<file path="config.mk">
export PLATFORM = sky130hd
export DESIGN_NAME = mem_interface_unit
export DESIGN_NICKNAME = d
export VERILOG_FILES = /design/src/rtl/mem_interface_unit.sv
export SDC_FILE = /design/constraint.sdc
export NUM_CORES = 1
export LEC_CHECK = 0
export ABC_AREA = 1
export CORE_MARGIN = 4
export CORE_UTILIZATION = 48
export DETAILED_ROUTE_END_ITERATION = 6
export GPL_TIMING_DRIVEN = 0
export PLACE_DENSITY = 0.86
export SLEW_MARGIN = 10
export SYNTH_ARGS = -nofsm -noshare
export SYNTH_HDL_FRONTEND = slang
export SYNTH_SLANG_ARGS = --single-unit
</file>
<file path="constraint.sdc">
create_clock -name clk -period 2.6 [get_ports clk]
set_input_delay 0.78 -clock clk [delete_from_list [all_inputs] [get_ports clk]]
set_output_delay 0.78 -clock clk [all_outputs]
set_load 0.05 [all_outputs]
</file>
<file path="src/rtl/mem_interface_unit.sv">
// mem_interface_unit: multi-cycle memory access sequencer with alignment check and ack timeout.
module mem_interface_unit #(
  parameter int WAIT_MAX = 16
) (
  input  logic        clk,
  input  logic        reset,
  input  logic        req_valid,
  input  logic        I_or_D,
  input  logic        Mem_Write,
  input  logic        IR_Write,
  input  logic [31:0] PC,
  input  logic [31:0] ALU_Out,
  input  logic [31:0] Write_Data,
  output logic        mem_req,
  output logic        mem_we,
  output logic [31:0] mem_addr,
  output logic [31:0] mem_wdata,
  input  logic        mem_ack,
  input  logic [31:0] mem_rdata,
  output logic [31:0] Instr,
  output logic [31:0] Data,
  output logic        mem_busy,
  output logic        mem_done,
  output logic        addr_err,
  output logic        timeout_err
);
  localparam int CW = $clog2(WAIT_MAX + 1);
  localparam logic [CW-1:0] LIM = CW'(WAIT_MAX - 1);
  typedef enum logic [1:0] {IDLE, ACCESS, COMPLETE} state_t;
  state_t r_state, w_next;
  logic [31:0] r_addr, r_wdata, r_instr, r_data, w_sel;
  logic [CW-1:0] r_cnt;
  logic r_we, r_ir, r_addr_err, r_to;
  logic w_idle, w_acc, w_misal, w_start, w_timeout, w_load_done;
  assign w_idle = r_state == IDLE;
  assign w_acc = r_state == ACCESS;
  assign w_sel = I_or_D ? ALU_Out : PC;
  assign w_misal = w_idle && req_valid && w_sel[1:0] != 2'b00;
  assign w_start = w_idle && req_valid && w_sel[1:0] == 2'b00;
  // the cycle that would bring the no-ack count to WAIT_MAX aborts, unless ack wins
  assign w_timeout = w_acc && !mem_ack && r_cnt == LIM;
  assign w_load_done = w_acc && mem_ack && !r_we;
  always_comb begin
    w_next = w_idle ? (w_start ? ACCESS : IDLE) :
             w_acc ? (mem_ack ? COMPLETE : (w_timeout ? IDLE : ACCESS)) : IDLE;
    mem_req = w_acc;
    mem_busy = w_acc;
    mem_we = w_acc && r_we;
    mem_addr = w_acc ? r_addr : 32'd0;
    mem_wdata = w_acc ? r_wdata : 32'd0;
    mem_done = r_state == COMPLETE;
  end
  always_ff @(posedge clk) begin
    if (!reset) begin
      r_state <= IDLE;
      r_addr <= '0;
      r_wdata <= '0;
      r_we <= 1'b0;
      r_ir <= 1'b0;
      r_cnt <= '0;
      r_instr <= '0;
      r_data <= '0;
      r_addr_err <= 1'b0;
      r_to <= 1'b0;
    end else begin
      r_state <= w_next;
      r_addr_err <= w_misal;
      r_to <= w_timeout;
      r_cnt <= (w_acc && !mem_ack && !w_timeout) ? r_cnt + 1'b1 : '0;
      if (w_start) begin
        r_addr <= w_sel;
        r_wdata <= Write_Data;
        r_we <= Mem_Write;
        r_ir <= IR_Write && !Mem_Write;
      end
      if (w_load_done) r_data <= mem_rdata;
      if (w_load_done && r_ir) r_instr <= mem_rdata;
    end
  end
  assign Instr = r_instr;
  assign Data = r_data;
  assign addr_err = r_addr_err;
  assign timeout_err = r_to;
endmodule

</file>
==> summary.md <==
| Metric | Value |
|---|---|
| Fin. max-slew vios | 0 |
| Full die area | ~0.017 mm2 |
| Post-synthesis adder-cell area fraction | 0.003522 |
| Slowest stage cell, crit path | dfxtp_2 |
| Via count | 7,680 |
| Worst setup path end | mem_addr[19] |
| Worst r2r src | r_state[0]$_SDFF_PN0_ |
| Peak VDD IR | roughly 0.45 mV |
| Worst reg2reg path endpoint | Data[13]$_SDFFE_PN0P_ |
| DP Area | about 0.01 mm2 |
| Leakage | 5.000 nW |
| Tmin final | roughly 2.6 ns |
| Fin. Hold Viols | 0 |
| Storage element area | 0.002784 mm2 |
| GRT Util Overall | 0.2573 |
| Port Buffers | 267 |
| Hold WC Path Type | reg -> reg |
| Clock latency on the worst-skew pair | 0.42 ns |
| Avg Vias per Cell | 4.694 |
| Compound-Gate Fraction of Synth Area | 0.06904 |
| R2R depth | 8 |
| Die height | 129.7 um |
| Largest stage delay, worst path | 0.36 ns |
| Iteration-0 DRC Markers | 403 |
| Core area | 0.01453 mm2 |
| Slew Limit Headroom | 0.6296 |
| Final WS setup | 0.03641 ns |
| Most common cell in the netlist | nor2_1 |
| Post-DRT Antenna Nets | 0 |
| Mux cell area share after synthesis | 0 |
| Num CTS Buffers | 17 |
| Post-Layout Inst Area | roughly 0.011 mm2 |
| Vias in the first global route | between 7,000 and 8,000 |
| CTS max path bufs | 2 |
| Nets@finish | 1,576 |
| Register area share after synthesis | 0.3917 |
| Post-synth top cells | 296 x nor2_1, 263 x inv_1, 166 x nand2_1 |
| Hold-fix buffers at CTS | 0 |
| Req. time, crit path | 1.82 ns |
| Fmax | 390.1 MHz |
| Critical Path Source | r_state[0]$_SDFF_PN0_ |
| Crit. End Element | output pin |
| Crit-path leading delay family | buffers and inverters |
| Largest family of logic cells by synthesized area | simple AND/OR/NAND/NOR gates |
| Hold path start | r_addr[0]$_SDFFE_PN0P_ |
| Wirelength per Cell | approximately 13 um |
| Post-synth top flop | dfxtp_1 |
| Area share of and/or/nand/nor cells after synthesis | 0.3260 |
| Antenna Cells | 0 |
| Share of layout cells above drive strength 1 | 0.1219 |
| Setup Viol. Count Final | 0 |
| Crit path top cell by count | buf_4 |
| Asr flop ratio synth | 0 |
| H-tree levels | 4 |
| Crit path cell chain | inv_2 > nor2_4 > inv_1 > buf_4 > buf_4 > nor2_1 > buf_6 |
| Synth Area per Inst | approximately 6.2 um2 |
| CTS sink cnt | between 100 and 150 |
| Yosys cell types | 22 |
| RSZ-0062 raised after global routing | true |
| Startpoint Class | flop |
| PwrDens | 537.1 mW/mm2 |
| Cell Area, Synth | 0.007104 mm2 |
| Final Skew | approximately 0.0053 ns |
| Post-synth top area cell | dfxtp_1 |
| Syn nets | 1,287 |
| #FFs+latches synth | 139 |
| DRC errors left | 0 |
| Final WL | between 20,000 and 25,000 um |
| Initial antenna violation count | 0 |
| Area contributors post-synth | dfxtp_1 39%, nor2_1 16%, inv_1 14% |
| Gp weighted congestion | around 0.88 |
| EDFF count, synth | 0 |
| FF-to-FF setup slack | 0.87 ns |
| Top Ports | around 270 |
| Worst Path Buf+Inv | 5 |
| Number of max-cap violations | 0 |
| Area grow syn2layout | 49.81% |
| Worst-margin pin slew | 0.5539 ns |
| First-pass GRT wire length | 34,470 um |
| WHS | 0.4427 ns |
| Clock root buffer | clkbuf_16 |
| Grt ovf | 0 |
| Post-DP HPWL | about 16,000 um |
| Syn Inst Count | between 1,000 and 1,500 |
| Area of the multi-input gates | 0.002884 mm2 |
| Detailed Routing Iterations Pass 1 | 5 |
| Worst-path clk slew | 0.06 ns |
| Pin count of the biggest net entering global routing | 17 |
| Starting Density | 0.4888 |
| Site Rows | 44 |
| CP Data Arrival Time | ~1.8 ns |
| Synth top area share | 0.3917 |
| Critical path fanouts, max | 10 |
| WS Path Type | reg -> out |
| Yosys warning count | 0 |
| Die W | approximately 130 um |
| Post-place setup slack | -0.3751 ns |
| Run status | completed |
| CTS tree | done |
| Final worst-path cycle share | 0.9860 |
| CP Depth | 7 |
| Xor-xnor portion of the synthesized cell area | 0 |
| # fillers | 1,163 |
[power breakdown]
part	leakage, nW	switching (mW)	total [mW]	internal, mW
sequential	1.13	0.0398	2.25	2.21
combinational	3.58	0.503	0.916	0.414
clock	0.296	0.930	2.55	1.62
[tightest hold or removal path, delay by kind of cell, from the launching register on]
family | cells | cell delay [ns]
flip-flops | 1 | 0.31
AND/OR/NAND/NOR | 2 | 0.08
[per-layer routing]
layer	GRT usage	wire length, um	up-vias	share of wire
met2	0.4504	10530	304	0.48
met4	0.1064	690	0	0.032
met3	0.07007	1975	53	0.091
met1	0.2960	8570	3389	0.39
li1	-	-	3934	-
met5	0	0	-	0
[through the flow]
step | instances | total power [mW] | TNS [ns] | utilization
finish | 1636 | 5.717 | 0 | 0.7323
global route | 1636 | 5.922 | -0.08377 | 0.7323
CTS | 1636 | 5.715 | 0 | 0.7214
detailed placement | 1601 | 3.193 | -12.45 | 0.6885
global placement | 1601 | 3.179 | -11.01 | 0.6885
floorplan | 1150 | 2.810 | -0.7095 | -
[cell usage in the layout, fill, tap and decap left out, drive strengths merged]
cell type / instances
a21oi: 66
buf: 112
bufinv: 4
clkbuf: 45
clkdlybuf4s15: 3
clkdlybuf4s18: 1
clkdlybuf4s50: 199
clkinv: 5
clkinvlp: 3
dfxtp: 139
dlygate4sd2: 3
ha: 2
inv: 266
nand2: 167
nand3: 102
nand4: 2
nor2: 298
nor3: 1
nor3b: 1
nor4: 1
o21ai: 32
[area by class of cell]
| class | count | area share |
|---|---|---|
| timing repair buffer | 270 | 0.2464 |
| multi-input combinational | 672 | 0.2710 |
| clock inverter | 12 | 0.01611 |
| sequential | 139 | 0.2616 |
| inverter | 266 | 0.09382 |
| clock buffer | 20 | 0.04197 |
| tap | 184 | 0.02163 |
| buffer | 73 | 0.04750 |
[what timing repair did]
item / in CTS / in global routing
endpoints found under the hold margin: 0 / 0
resized for setup: 355 / 79
endpoints found under the setup margin: 67 / 62
pin swaps: 1 / 1
buffers inserted: 3 / 0
[state kept, by name (all words and copies together) (netlist names)]
signal       count
r_addr          32
r_wdata         32
r_cnt            5
Data            32
Instr           32
r_we             1
addr_err         1
timeout_err      1
r_ir             1
r_state          2
[cell families after synthesis]
kind of cell | Yosys count
AOI/OAI and AO/OA | 98
adders and majority gates | 2
buffers and inverters | 339
DFF | 139
and+or+nand+nor | 572
[how the worst min path moves through the flow]
stage / cells past startpoint / endpoint / slack (ns)
2_1_floorplan: 2 / r_addr[0]$_SDFFE_PN0P_ / 0.42
3_3_place_gp: 2 / r_addr[0]$_SDFFE_PN0P_ / 0.42
3_5_place_dp: 2 / r_addr[1]$_SDFFE_PN0P_ / 0.43
4_1_cts: 2 / r_addr[0]$_SDFFE_PN0P_ / 0.44
5_1_grt: 2 / r_addr[0]$_SDFFE_PN0P_ / 0.47
6_report: 2 / r_addr[0]$_SDFFE_PN0P_ / 0.44
Note: power is estimated with default switching activity, not from simulation.
